## src/rtl/pipe_pkg.sv

```systemverilog
// Shared pipeline constants and encodings used by the hazard/forwarding logic.
package pipe_pkg;
    localparam int         NREG            = 32;
    localparam int         MAX_OUT_DEFAULT = 4;
    localparam logic [4:0] REG_ZERO        = 5'd0;

    typedef enum logic [1:0] {
        FWD_RF  = 2'b00,
        FWD_WB  = 2'b01,
        FWD_MEM = 2'b10
    } fwd_sel_e;

    typedef struct packed {
        logic lu;
        logic raw;
        logic waw;
        logic full;
    } hz_terms_t;
endpackage

```

## src/rtl/scb_busy_table.sv

```systemverilog
// Busy bits for long-latency destinations, the in-flight counter and the sticky
// completion-protocol error flag.
module scb_busy_table #(
    parameter int NREG    = pipe_pkg::NREG,
    parameter int MAX_OUT = pipe_pkg::MAX_OUT_DEFAULT,
    parameter int OUTW    = 3,
    parameter int IW      = $clog2(NREG)
) (
    input  logic            clk,
    input  logic            rst,
    input  logic            set_en,
    input  logic [IW-1:0]   set_idx,
    input  logic            clr_en,
    input  logic [IW-1:0]   clr_idx,
    input  logic [IW-1:0]   rd_a_idx,
    input  logic [IW-1:0]   rd_b_idx,
    input  logic [IW-1:0]   rd_d_idx,
    output logic            rd_a,
    output logic            rd_b,
    output logic            rd_d,
    output logic [NREG-1:0] busy_vec,
    output logic [OUTW-1:0] out_cnt,
    output logic            full,
    output logic            err
);
    import pipe_pkg::*;

    logic [NREG-1:0] busy_q, busy_d;
    logic [OUTW-1:0] cnt_q, cnt_d;
    logic            err_q, err_d;
    logic            clr_hit, clr_bad;

    assign full = (cnt_q == OUTW'(MAX_OUT));

    always_comb begin
        clr_hit = clr_en && (clr_idx != '0) && busy_q[clr_idx];
        clr_bad = clr_en && (clr_idx != '0) && !busy_q[clr_idx];
        busy_d  = busy_q;
        cnt_d   = cnt_q;
        err_d   = err_q | clr_bad;
        // Completion is evaluated against the old bit; waw keeps set/clear on distinct regs.
        if (clr_hit) begin
            busy_d[clr_idx] = 1'b0;
            cnt_d           = cnt_d - OUTW'(1);
        end
        if (set_en && (set_idx != '0) && !full) begin
            busy_d[set_idx] = 1'b1;
            cnt_d           = cnt_d + OUTW'(1);
        end
        busy_d[0] = 1'b0;
    end

    always_ff @(posedge clk or negedge rst) begin
        if (!rst) begin
            busy_q <= '0;
            cnt_q  <= '0;
            err_q  <= 1'b0;
        end else begin
            busy_q <= busy_d;
            cnt_q  <= cnt_d;
            err_q  <= err_d;
        end
    end

    assign rd_a     = busy_q[rd_a_idx];
    assign rd_b     = busy_q[rd_b_idx];
    assign rd_d     = busy_q[rd_d_idx];
    assign busy_vec = busy_q;
    assign out_cnt  = cnt_q;
    assign err      = err_q;
endmodule

```

## src/rtl/hazard_scoreboard.sv

```systemverilog
// Stall/flush generation for hazards forwarding cannot cover: load-use, long-op
// RAW/WAW, outstanding limit, and branch redirect.
module hazard_scoreboard #(
    parameter int NREG    = pipe_pkg::NREG,
    parameter int MAX_OUT = pipe_pkg::MAX_OUT_DEFAULT,
    parameter int OUTW    = 3
) (
    input  logic            clk,
    input  logic            rst,
    input  logic [4:0]      RS1_D,
    input  logic [4:0]      RS2_D,
    input  logic            UseRS1_D,
    input  logic            UseRS2_D,
    input  logic [4:0]      RD_D,
    input  logic            RegWriteD,
    input  logic            LongD,
    input  logic [4:0]      RD_E,
    input  logic            RegWriteE,
    input  logic            ResultSrcE0,
    input  logic            PCSrcE,
    input  logic            CmpValid,
    input  logic [4:0]      CmpRD,
    output logic            StallF,
    output logic            StallD,
    output logic            FlushD,
    output logic            FlushE,
    output logic [NREG-1:0] BusyVec,
    output logic [OUTW-1:0] OutCnt,
    output logic            ScbErr
);
    import pipe_pkg::*;

    hz_terms_t hz;
    logic      busy_rs1, busy_rs2, busy_rd, full, any_hz, acc, rd_nz;

    scb_busy_table #(.NREG(NREG), .MAX_OUT(MAX_OUT), .OUTW(OUTW)) u_tbl (
        .clk      (clk),
        .rst      (rst),
        .set_en   (acc),
        .set_idx  (RD_D),
        .clr_en   (CmpValid),
        .clr_idx  (CmpRD),
        .rd_a_idx (RS1_D),
        .rd_b_idx (RS2_D),
        .rd_d_idx (RD_D),
        .rd_a     (busy_rs1),
        .rd_b     (busy_rs2),
        .rd_d     (busy_rd),
        .busy_vec (BusyVec),
        .out_cnt  (OutCnt),
        .full     (full),
        .err      (ScbErr)
    );

    always_comb begin
        rd_nz   = (RD_D != REG_ZERO);
        hz.lu   = ResultSrcE0 && RegWriteE && (RD_E != REG_ZERO) &&
                  ((UseRS1_D && (RD_E == RS1_D)) || (UseRS2_D && (RD_E == RS2_D)));
        hz.raw  = (UseRS1_D && busy_rs1) || (UseRS2_D && busy_rs2);
        hz.waw  = RegWriteD && rd_nz && busy_rd;
        hz.full = RegWriteD && LongD && rd_nz && full;
        any_hz  = |hz;
        acc     = rst && RegWriteD && LongD && rd_nz && !any_hz && !PCSrcE;

        StallF = 1'b0;
        StallD = 1'b0;
        FlushD = 1'b0;
        FlushE = 1'b0;
        // Redirect squashes Decode anyway, so stalling it would only lose the new fetch.
        if (rst) begin
            if (PCSrcE) begin
                FlushD = 1'b1;
                FlushE = 1'b1;
            end else begin
                StallF = any_hz;
                StallD = any_hz;
                FlushE = any_hz;
            end
        end
    end
endmodule

```

## config.mk

```make
export PLATFORM = sky130hd
export DESIGN_NAME = hazard_scoreboard
export DESIGN_NICKNAME = d
export VERILOG_FILES = /design/src/rtl/pipe_pkg.sv /design/src/rtl/scb_busy_table.sv /design/src/rtl/hazard_scoreboard.sv
export SDC_FILE = /design/constraint.sdc
export NUM_CORES = 1
export LEC_CHECK = 0
export CAP_MARGIN = 30
export CORE_MARGIN = 4
export CORE_UTILIZATION = 46
export DETAILED_ROUTE_END_ITERATION = 6
export HOLD_SLACK_MARGIN = 0.05
export PLACE_DENSITY = 0.89
export RECOVER_POWER = 25
export SYNTH_ARGS = -nofsm -noshare
export SYNTH_HDL_FRONTEND = slang
export SYNTH_SLANG_ARGS = --single-unit
export TNS_END_PERCENT = 10
```

## constraint.sdc

```tcl
create_clock -name clk -period 2.66 [get_ports clk]
set_input_delay 0.532 -clock clk [delete_from_list [all_inputs] [get_ports clk]]
set_output_delay 0.532 -clock clk [all_outputs]
set_load 0.03 [all_outputs]
```

==> impl_metrics.tcl <==
set metrics [dict create \
    outcome "finished with violations" \
    violations "DRC, capacitance limit, slew limit, setup timing" \
    nets 518 \
    ys_async_sr_fraction 1.00 \
    port_buffers 73 \
    nFillCells 305 \
    die_area_um2 8200 \
    grt_usage 0.446 \
    synthTopCellsByArea "dfrtp_1, mux4_2, o31ai_1" \
    synth-seq-cells 35 \
    avgSynthCellArea_um2 10.3 \
    grt_pass1_vias 4637 \
    cts_sinks 35 \
    path_cells "buf_4, mux4_2, o21a_1, o21ai_0, nand4_1, nand2_1, nand3_2, o21a_1, buf_6" \
    num_rows 29 \
    startpoint_type "flop" \
    critPathRequiredTime_ps 2130 \
    first_pass_iters 7 \
    routed-via-count 4584 \
    fin_util 0.801 \
    hpwl_mm 10.2 \
    layout_min_cycle_time_ps 3410 \
    antenna_found_initial 4 \
    ys_warn_count 0 \
    clk_latency_ps 310 \
    worstPathArrival_ps 2870 \
    r2r_setup_slack_ps -710 \
    finalCritPeriodShare 1.28 \
    drt_iter0_drc 1267 \
    syn2layout_area_growth_pct 66.0 \
    clockBufferDepth 2 \
    routed_via_density 8.20 \
    finalWorstSetupSlack_ps -747 \
    gp_congestion 1.02 \
    worstMarginPinSlew_ps 1790 \
    cts_tree "yes" \
    grt_pass1_wl_mm 27.7 \
    wl_per_cell_um 38.3 \
    slew_viol_final 30 \
    core_area_um2 6490 \
    relSlewSlack -0.192 \
    drv_cap 1 \
    cts_root_buf "clkbuf_8" \
    power.density_nw_per_um2 452 \
    ant_nets 0 \
    synthCells 305 \
    hold_path.class "in -> async" \
    syn-num-nets 343 \
    syn_area_um2 3140 \
    rsz0062_at_grt "yes" \
    setup_viol 37 \
    synth_top_cell_area_share 0.279 \
    path_common_cell "o21a_1" \
    fin_setup_tns_ps -22500 \
    path_clk_slew_ps 80 \
    dp_worst_setup_slack_ps -1170 \
    max_stage_delay_ps 560 \
    instances_no_fill 559 \
    ys_seq_area_frac 0.279 \
    start_util 0.483 \
    skew_ps 10.6 \
    grt_max_degree 32 \
    synthDistinctLibCells 59 \
    synth_area_leader_cell "dfrtp_1" \
    io_pins 75 \
    endpoint_kind "primary output" \
    synth_ff_type "dfrtp_1" \
    vdd_drop_max_v 0.000322 \
    critical_path_class "reg -> out" \
    fmax_ghz 0.294 \
    drive_above_1_share 0.474 \
    htreeDepth 2 \
    routed_wl_mm 21.4 \
    finalHoldViolations 0 \
    power.leakage_uw 0.00220 \
    overflow 0 \
    cp_slowest_cell "mux4_2" \
    drc 510 \
    fp.dieW_um 90.6 \
    synth_enable_flop_cells 0 \
    die_height_um 90.6 \
    crit_fanout 3 \
    cts_buffers 5 \
    dp.cells 539 \
]
==> sequential cells by signal (all words and copies together) (netlist names) <==
name            cells
u_tbl.err           1
u_tbl.out_cnt       3
u_tbl.busy_vec     31
==> routing by layer <==
metal  GRT usage  share of wire  routed length, µm
met2       0.634           0.39               8390
met1       0.462           0.30               6380
met3       0.263           0.17               3570
met4       0.386           0.13               2830
met5           0          0.011                230
==> worst paths after layout <==
kind / start / endpoint / cells past startpoint
max reg2reg: u_tbl.busy_vec[10] / u_tbl.busy_vec[21] / 11
min reg2reg: u_tbl.err / u_tbl.err / 1
min in group clk: u_tbl.err / u_tbl.err / 1
min: rst / u_tbl.err / 1
max: u_tbl.busy_vec[10] / FlushE / 9
max in group asynchronous: rst / u_tbl.busy_vec[21] / 2
==> cell usage in the layout (no fill, tap or decap), drive strengths merged, types with 2 or more instances in the layout <==
master / instances
buf: 130
clkdlybuf4s50: 50
o31ai: 46
dfrtp: 35
mux4: 20
mux2i: 19
nand2: 17
o41ai: 15
dlygate4sd2: 11
nor2b: 11
clkbuf: 11
nand3b: 10
nand3: 10
xor2: 9
inv: 8
nor2: 5
xnor2: 5
mux2: 5
nand4: 4
or3b: 4
a21oi: 4
nand2b: 3
o21a: 3
ha: 3
nor4: 3
nor3: 3
o21ai: 3
o22ai: 3
a31oi: 2
or2: 2
a211oi: 2
and2: 2
==> critical path, delay by kind of cell (launching register included) <==
| kind | cells | cell delay [ps] |
|---|---|---|
| AO/OA/AOI/OAI | 3 | 540 |
| buffers and inverters | 2 | 360 |
| AND/OR/NAND/NOR | 3 | 560 |
| flip-flops | 1 | 540 |
| multiplexers | 1 | 560 |
==> cells by family (layout without fill, tap and decap cells) <==
group / Yosys count / count (layout) / synth area share
xor gates and xnor gates: 14 / 14 / 0.0391
buffers and inverters: 38 / 214 / 0.0674
DFF: 35 / 35 / 0.279
and+or+nand+nor: 79 / 79 / 0.144
adders and majority gates: 3 / 3 / 0.0120
AOI/OAI and AO/OA: 91 / 91 / 0.231
muxes: 44 / 44 / 0.226
other: 1 / 2 / 0.00120
==> synth_stat cells, drive strengths merged, types with 4 or more instances <==
cell,instances
xnor2,5
dfrtp,35
mux2,5
mux4,20
xor2,9
clkbuf,8
inv,8
buf,21
nand4,4
a21oi,4
nor2b,11
nand3b,10
nand2,17
mux2i,19
o31ai,46
nor2,5
o41ai,15
or3b,4
nand3,10
==> final cells by class <==
cell class / count / area [µm²] / area share
flip-flops and latches: 35 / 878 / 0.169
inverters: 9 / 33.8 / 0.00649
well taps: 77 / 96.3 / 0.0185
multi-input cells: 232 / 2370 / 0.455
clock buffers: 8 / 100 / 0.0192
repair buffers: 197 / 1730 / 0.332
diodes: 1 / 2.50 / 0.000481
==> timing repair <==
item,CTS,global route
hold buffers,0,0
setup buffers,8,2
gates cloned,1,0
pin swaps,12,14
endpoints found under the setup margin,37,37
resized for setup,94,34
==> through the flow <==
| stage | area (µm²) | total power [µW] | hold slack [ps] |
|---|---|---|---|
| 2_1_floorplan | 3190 | 1130 | 236 |
| 3_3_place_gp | 4690 | 1600 | 389 |
| 3_5_place_dp | 4690 | 1650 | 396 |
| 4_1_cts | 5050 | 2140 | 84.0 |
| 5_1_grt | 5200 | 2400 | 54.4 |
| 6_report | 5200 | 2350 | 72.4 |
==> where the power goes <==
part           internal, µW  total, µW  switching [µW]
clock network           237        462             225
registers               588        664            75.6
logic                   549       1230             678
Note: power is estimated with default switching activity, not from simulation.
